**config.mk**
```make
export PLATFORM = sky130hd
export DESIGN_NAME = cpu_multicycle_flat
export DESIGN_NICKNAME = d
export VERILOG_FILES = /design/src/rtl/cpu_multicycle_if.sv /design/src/rtl/cpu_multicycle.sv /design/src/flat_wrapper.sv
export SDC_FILE = /design/constraint.sdc
export NUM_CORES = 1
export LEC_CHECK = 0
export ABC_AREA = 0
export CAP_MARGIN = 20
export CORE_UTILIZATION = 36
export DETAILED_ROUTE_END_ITERATION = 10
export PLACE_DENSITY = 0.58
export SLEW_MARGIN = 20
export SYNTH_ARGS = -nofsm -noshare
export SYNTH_HDL_FRONTEND = slang
export SYNTH_SLANG_ARGS = --single-unit
```
**constraint.sdc**
```tcl
create_clock -name CLK -period 5.2 [get_ports CLK]
set_clock_uncertainty 0.05 [all_clocks]
set_input_delay 0.78 -clock CLK [delete_from_list [all_inputs] [get_ports CLK]]
set_output_delay 0.78 -clock CLK [all_outputs]
set_load 0.005 [all_outputs]
```
**src/rtl/cpu_multicycle_if.sv**
```systemverilog
// Instruction-memory fetch port: core drives addr/req,
// memory answers with ready/data (wait states allowed).
interface cpu_multicycle_if #(
  parameter int PC_W = 8,
  parameter int IW   = 24
);
  logic [PC_W-1:0] imem_addr;
  logic            imem_req;
  logic            imem_ready;
  logic [IW-1:0]   imem_data;

  modport master (
    output imem_addr, imem_req,
    input  imem_ready, imem_data
  );

  modport slave (
    input  imem_addr, imem_req,
    output imem_ready, imem_data
  );
endinterface

```
**src/rtl/cpu_multicycle.sv**
```systemverilog
// Multicycle CPU: FETCH/DECODE/EXECUTE/WRITEBACK + HALTED.
// Ports: CLK, reset (async low), imem (fetch port, master),
//   ALUResult (last EXECUTE result), cpu_out (R[OUT_REG]),
//   halted (HALT retired), retire (1-cycle pulse per instr).
module cpu_multicycle #(
  parameter int DATA_W  = 8,
  parameter int REG_AW  = 4,
  parameter int PC_W    = 8,
  parameter int OUT_REG = 1,
  parameter int R0_ZERO = 0
) (
  input  logic              CLK,
  input  logic              reset,
  cpu_multicycle_if.master  imem,
  output logic [DATA_W-1:0] ALUResult,
  output logic [DATA_W-1:0] cpu_out,
  output logic              halted,
  output logic              retire
);

  localparam int NREGS = 2**REG_AW;
  localparam int IW    = 4 + 3*REG_AW + DATA_W;
  localparam logic [REG_AW-1:0] OUT_IDX = REG_AW'(OUT_REG);

  localparam logic [3:0] OP_ADD  = 4'h0;
  localparam logic [3:0] OP_SUB  = 4'h1;
  localparam logic [3:0] OP_AND  = 4'h2;
  localparam logic [3:0] OP_OR   = 4'h3;
  localparam logic [3:0] OP_ADDI = 4'h4;
  localparam logic [3:0] OP_SUBI = 4'h5;
  localparam logic [3:0] OP_BEQ  = 4'h8;
  localparam logic [3:0] OP_BNE  = 4'h9;
  localparam logic [3:0] OP_HALT = 4'hF;

  typedef enum logic [2:0] {
    FETCH,
    DECODE,
    EXECUTE,
    WRITEBACK,
    HALTED
  } state_t;

  state_t            state;
  logic [PC_W-1:0]   pc;
  logic [IW-1:0]     ir;
  logic [DATA_W-1:0] a_q;
  logic [DATA_W-1:0] b_q;
  logic              z_q;
  logic [DATA_W-1:0] rf [NREGS];

  logic [3:0]        f_op;
  logic [REG_AW-1:0] f_rd;
  logic [REG_AW-1:0] f_ra;
  logic [REG_AW-1:0] f_rb;
  logic [DATA_W-1:0] f_imm;

  assign f_op  = ir[IW-1 -: 4];
  assign f_rd  = ir[IW-5 -: REG_AW];
  assign f_ra  = ir[IW-5-REG_AW -: REG_AW];
  assign f_rb  = ir[IW-5-2*REG_AW -: REG_AW];
  assign f_imm = ir[DATA_W-1:0];

  logic [DATA_W-1:0] ra_val;
  logic [DATA_W-1:0] rb_val;

  assign ra_val = (R0_ZERO != 0 && f_ra == '0) ? '0 : rf[f_ra];
  assign rb_val = (R0_ZERO != 0 && f_rb == '0) ? '0 : rf[f_rb];

  assign cpu_out = (R0_ZERO != 0 && OUT_IDX == '0)
                 ? '0 : rf[OUT_IDX];

  assign imem.imem_req  = (state == FETCH) && reset;
  assign imem.imem_addr = pc;

  logic [DATA_W-1:0] alu_y;

  always_comb begin
    alu_y = '0;
    case (f_op)
      OP_ADD:  alu_y = a_q + b_q;
      OP_SUB:  alu_y = a_q - b_q;
      OP_AND:  alu_y = a_q & b_q;
      OP_OR:   alu_y = a_q | b_q;
      OP_ADDI: alu_y = a_q + f_imm;
      OP_SUBI: alu_y = a_q - f_imm;
      OP_BEQ:  alu_y = a_q - b_q;
      OP_BNE:  alu_y = a_q - b_q;
      default: alu_y = '0;
    endcase
  end

  logic wr_en;
  logic taken;

  // R0 writes are silently dropped when R0 is hard-wired.
  assign wr_en = (f_op <= OP_SUBI)
              && !(R0_ZERO != 0 && f_rd == '0);
  assign taken = (f_op == OP_BEQ && z_q)
              || (f_op == OP_BNE && !z_q);

  always_ff @(posedge CLK or negedge reset) begin
    if (!reset) begin
      state     <= FETCH;
      pc        <= '0;
      ir        <= '0;
      a_q       <= '0;
      b_q       <= '0;
      z_q       <= 1'b0;
      ALUResult <= '0;
      halted    <= 1'b0;
      retire    <= 1'b0;
      for (int i = 0; i < NREGS; i++)
        rf[i] <= '0;
    end else begin
      retire <= 1'b0;
      case (state)
        FETCH: begin
          if (imem.imem_ready) begin
            ir    <= imem.imem_data;
            state <= DECODE;
          end
        end
        DECODE: begin
          a_q   <= ra_val;
          b_q   <= rb_val;
          state <= EXECUTE;
        end
        EXECUTE: begin
          ALUResult <= alu_y;
          z_q       <= (alu_y == '0);
          retire    <= 1'b1;
          state     <= WRITEBACK;
        end
        WRITEBACK: begin
          if (wr_en)
            rf[f_rd] <= ALUResult;
          pc <= taken ? PC_W'(f_imm) : pc + PC_W'(1);
          if (f_op == OP_HALT) begin
            halted <= 1'b1;
            state  <= HALTED;
          end else begin
            state  <= FETCH;
          end
        end
        HALTED: state <= HALTED;
        default: state <= FETCH;
      endcase
    end
  end

endmodule

```
**src/flat_wrapper.sv**
```systemverilog
// flat-port wrapper written by rule: the top's interface ports become plain ports
module cpu_multicycle_flat 
#(
  parameter int DATA_W  = 8,
  parameter int REG_AW  = 4,
  parameter int PC_W    = 8,
  parameter int OUT_REG = 1,
  parameter int R0_ZERO = 0
)
  (CLK, reset, ALUResult, cpu_out, halted, retire, imem_imem_addr, imem_imem_req, imem_imem_ready, imem_imem_data);
  cpu_multicycle_if #(.PC_W(PC_W), .IW((24))) imem_i ();
  input  logic CLK;
  input  logic reset;
  output logic [DATA_W-1:0] ALUResult;
  output logic [DATA_W-1:0] cpu_out;
  output logic halted;
  output logic retire;
  output wire logic [$bits(imem_i.imem_addr)-1:0] imem_imem_addr;
  output wire logic [$bits(imem_i.imem_req)-1:0] imem_imem_req;
  input wire logic [$bits(imem_i.imem_ready)-1:0] imem_imem_ready;
  input wire logic [$bits(imem_i.imem_data)-1:0] imem_imem_data;
  assign imem_imem_addr = imem_i.imem_addr;
  assign imem_imem_req = imem_i.imem_req;
  assign imem_i.imem_ready = imem_imem_ready;
  assign imem_i.imem_data = imem_imem_data;
  cpu_multicycle #(.DATA_W(DATA_W), .REG_AW(REG_AW), .PC_W(PC_W), .OUT_REG(OUT_REG), .R0_ZERO(R0_ZERO)) u_core (.CLK(CLK), .reset(reset), .imem(imem_i), .ALUResult(ALUResult), .cpu_out(cpu_out), .halted(halted), .retire(retire));
endmodule
```
# [Word-level counts from Yosys, hierarchy flattened]
# Cells that the tools add are included.
[word_totals] ff_bits=190 output_inout_bits=27
[op_classes] n_bitwise=5 magnitude_cmp=5 n_addsub=5 eq_ne=13 n_reduce_logical=13 n_mux=15
[ops] operator="$bwmux 128" count=1
[ops] operator="$bmux 8 s4" count=2
[ops] operator="$mux 8" count=6
[ops] operator="$pmux 8 s6" count=1
[ops] operator="$demux 8 s4" count=1
[ops] operator="$add 8x8->8" count=2
[ops] operator="$sub 8x8->8" count=2
[ops] operator="$ge 5x5->1 const B" count=3
[ops] operator="$not 4->5" count=3
[ops] operator="$pmux 3 s5" count=1
[ops] operator="$eq 4x4->1 const B" count=3
[ops] operator="$add 8x1->8 const B" count=1
[ops] operator="$and 8x8->8" count=1
[ops] operator="$eq 4x2->1 const B" count=2
[ops] operator="$eq 4x3->1 const B" count=2
[ops] operator="$logic_not 8->1" count=1
[ops] operator="$or 8x8->8" count=1
[ops] operator="$eq 3x2->1 const B" count=2
[ops] operator="$mux 3" count=2
[ops] operator="$reduce_and 2->1" count=3
[ops] operator="$lt 5x1->1 const B" count=1
[ops] operator="$eq 4x1->1 const B" count=1
[ops] operator="$le 4x3->1 const B" count=1
[ops] operator="$logic_and 1x1->1" count=4
[ops] operator="9 further kinds" count=9

# [Depth between registers and ports, before layout]
[logic_depth] depth_word=6 mapped_depth=16

# [Worst setup path after synthesis]
# OpenSTA, ideal clock, no wires.
[synth_timing] path_type="register -> register" start="register u_core.ir[23]" end="register u_core.z_q" path_stages_with_launch=16 path_slack_ns=1.991 path_buffers=2 required_time_ns=5.022 arrival_ns=3.032 path_cell_list="dfrtp_1 > clkbuf_1 > nor2_1 > and2_1 > clkbuf_1 > nor2_1 > a32oi_1 > o21ai_0 > ha_1 > o21ai_1 > a21oi_1 > or4_1 > a31oi_1 > xnor3_1 > o21ai_2 > o32ai_2"
[synth_between] elab_chain_len=4 elab_cells_between_ends=11 cone_classes="7 x eq/ne; 1 x mux; 3 x reduce/logical"
[synth_rtl] element="from (decl)" line_no="cpu_multicycle.sv:45" source="logic [IW-1:0] ir;"
[synth_rtl] element="from (signal assigned)" line_no="cpu_multicycle.sv:119" source="ir <= imem.imem_data;"
[synth_rtl] element="$eq 4x1->1 or $eq 4x4->1 (tied branches)" line_no="cpu_multicycle.sv:79" source="case (f_op)"
[synth_rtl] element="$reduce_or 3->1 (no source line)"
[synth_rtl] element="$pmux 8 s6 *" line_no="cpu_multicycle.sv:79"
[synth_rtl] element="$logic_not 8->1 *" line_no="cpu_multicycle.sv:130" source="z_q <= (alu_y == '0);"
[synth_rtl] element="to (signal assigned)" line_no="cpu_multicycle.sv:130"
[synth_rtl] element="to (decl)" line_no="cpu_multicycle.sv:48" source="logic z_q;"
# Mark *: on every way between the ends. The rest lies on a longest branch, timed or not.
# A chain may end at the register's enable or synchronous reset.

# [Worst setup path after layout]
[layout_timing] start="register u_core.ir[20]" end="register u_core.z_q"
# Same word-level chain as after synthesis.

==> results.toml <==
[synthesis]
synth_edf_count = 0
synth_ff_type = "dfrtp_1"
syn_avg_cell_area_um2 = 13.70
async_flop_share = 1.000
synth_seq_cells = 190
netlist_area_um2 = 10300
syn_inst = 752
synth_nets = 791
ys_warn_count = 0
synth.yosys.seq_area_share = 0.4616
ys_types = 59

[drt]
drt_iter0_drc = 330
vias = 6408
finalWirelength_um = 25350
detail_route.vias_per_cell = 5.510
dr.pass1.iters = 5
final_antenna_net_count = 0
wl_per_cell_um = 21.79
route.detailed.drc = 0

[sta]
period_minus_slack_ps = 3605
max_clock_freq_ghz = 0.2774
hold_ws_ps = 338.5
relSlewSlack = 0.2016
post-route-period-util = 0.6932
worst_slew_pin_slew_ps = 1191
finalSetupViolations = 0
setup_tns_ps = 0
rsz0062_at_grt = "no"
drv_slew = 0
hold_viol = 0

[finish]
layout_common_cells = "dfrtp_1, mux2_1, mux4_2, clkdlybuf4s50_1, a21oi_1"
area_growth_pct = 13.26
nNetsFinal = 811
finalNonFillerCells = 1163
drive_gt1_frac = 0.2382
layout_commonest_cell = "dfrtp_1"
final_core_util = 0.4177
num_antenna_cells = 0

[power_and_ir_drop]
p_leak_nw = 5.091
pwr-share-clk = 0.175
p_seq_frac = 0.383
p_per_area_nw_per_um2 = 645.4
internal_power_mw = 4.549
peakVddDrop_v = 0.0002941
combPwrFrac = 0.442
power_switching_mw = 2.981
swShare = 0.3959
p_total_mw = 7.530

[global_route]
grt_pass1_wl_um = 40080
antenna_found_initial = 0
grt_max_degree = 88
grt_pass1_vias = 6637
grt-ovfl-total = 0
track_usage = 0.1876

[die]
dieHeight_um = 171.2
num_io_pins = 54
die_area_um2 = 29290
rows = 61
initial_core_util = 0.3688
core_area_um2 = 27930
die_x_um = 171.2

[cts]
cts_resized = 0
clk_pin_slew_worst_paths_ps = 80
cts_root_buf = "clkbuf_16"
postCtsSetupBuffers = 0
cts_buffer_depth = 2
insertion_delay_ps = 450
htreeDepth = 4
cts_hold_buf = 0
cts_tree = "built"
numCtsBuffers = 17
clock-sinks = 190

[worst_setup_path]
cp_cell_sequence = "buf_4 -> nor2_1 -> nor3_2 -> nor2_1 -> a32oi_1 -> o21ai_0 -> ha_1 -> o21ai_1 -> a21oi_1 -> or4_1 -> a31oi_1 -> xnor3_1 -> o21ai_2 -> o32ai_2"
cp-start-kind = "flip-flop"
cp_slowest_stage_delay_ps = 410
arrival_ps = 3870
endpoint_kind = "flip-flop"
required_ps = 5470
cp_common_cell = "nor2_1"
worstPathMaxFanout = 20
crit_path_top_delay_cell = "or4_1"
criticalPathCategory = "reg -> reg"

[place]
io_buffers = 53
gp_congestion = 0.8367
hpwl_um = 16620
placed_cells = 1131

[status]
status = "completed"

[hold_path]
hold_path.class = "in -> async"

[run]
maxCapViolCount = 0
layer usage:
layer,track usage,routed length (um),vias up
met5,0,0,-
met4,0.07143,603,0
met3,0.03146,774,32
met2,0.3111,12620,99
met1,0.2455,11350,3413
li1,-,-,2864
worst paths after layout:
| check | end | from | slack, ps | cells after the start |
|---|---|---|---|---|
| worst max register to register | u_core.z_q | u_core.ir[20] | 1600 | 14 |
| worst max-delay path | u_core.z_q | u_core.ir[20] | 1600 | 14 |
| worst min register to register | u_core.halted | u_core.halted | 450 | 1 |
| max in group asynchronous | u_core.ir[8] | reset | 3490 | 2 |
| min in group CLK | u_core.halted | u_core.halted | 450 | 1 |
| worst min-delay path | u_core.retire | reset | 340 | 1 |
area by class of cell:
cell class                      instances  area [um^2]
Sequential cell                       190         4757
Clock buffer                           18        429.2
Multi-Input combinational cell        487         5180
Fill cell                            2610        16270
Tap cell                              378        473.0
Timing Repair Buffer                   64        616.8
Clock inverter                         14        166.4
Inverter                               12        45.04
cells in the mapped netlist (3+ instances only):
| library cell | count | share of area |
|---|---|---|
| nor2_2 | 9 | 0.0055 |
| buf_6 | 4 | 0.0044 |
| nor2_1 | 38 | 0.014 |
| clkbuf_1 | 28 | 0.010 |
| o21ai_1 | 5 | 0.0024 |
| buf_1 | 4 | 0.0015 |
| maj3_1 | 7 | 0.0068 |
| buf_2 | 15 | 0.0073 |
| dfrtp_1 | 190 | 0.46 |
| xor2_1 | 6 | 0.0051 |
| nand2_1 | 26 | 0.0095 |
| mux4_2 | 80 | 0.17 |
| nor3_1 | 11 | 0.0053 |
| mux2_2 | 40 | 0.044 |
| mux2_1 | 122 | 0.13 |
| inv_1 | 11 | 0.0040 |
| o22ai_1 | 5 | 0.0030 |
| o21ai_0 | 13 | 0.0063 |
| nand2b_1 | 10 | 0.0061 |
| or4_1 | 3 | 0.0022 |
| nand4_1 | 3 | 0.0018 |
| xnor2_1 | 4 | 0.0034 |
| and2_1 | 4 | 0.0024 |
| a21oi_1 | 43 | 0.021 |
| nand3_1 | 9 | 0.0044 |
| ha_1 | 11 | 0.013 |
| buf_4 | 11 | 0.0080 |
power by group through the flow:
| stage | registers (mW) | logic (mW) | clock network, mW |
|---|---|---|---|
| 2_1_floorplan | 2.41 | 2.86 | 0 |
| 3_3_place_gp | 2.89 | 3.30 | 0 |
| 3_5_place_dp | 2.91 | 3.34 | 0 |
| 4_1_cts | 2.88 | 3.35 | 1.36 |
| 5_1_grt | 3.01 | 3.65 | 1.41 |
| 6_report | 2.88 | 3.32 | 1.32 |
through the flow:
| step | worst slack, ps | instance area (um^2) |
|---|---|---|
| 6_report | 1595 | 11670 |
| 5_1_grt | 1243 | 11670 |
| 4_1_cts | 1622 | 11670 |
| 3_5_place_dp | 1634 | 11070 |
| 3_3_place_gp | 1741 | 11070 |
| 2_1_floorplan | 1991 | 10300 |
state kept, by name (all words and copies together), names as in the netlist:
signal,flops
u_core.retire,1
u_core.cpu_out,8
u_core.rf,120
u_core.z_q,1
u_core.halted,1
u_core.a_q,8
u_core.imem.imem_addr,8
u_core.state,3
u_core.ALUResult,8
u_core.b_q,8
u_core.ir,24
worst max-delay path: cells and delay by family, from the launching register on:
family	cells	cell delay (ps)
AOI/OAI and AO/OA	7	1030
xor gates and xnor gates	1	350
adders and majority gates	1	340
buffers and inverters	1	250
DFF	1	330
and+or+nand+nor	4	1120
logic make-up after synthesis:
family	share of synthesized area
multiplexers	0.3554
flip-flops	0.4616
AND/OR/NAND/NOR	0.06510
AO/OA/AOI/OAI	0.04859
buffers and inverters	0.03656
adder cells (fa/ha/maj)	0.02211
XOR/XNOR	0.01069
Power figures use the tool's default switching activity.
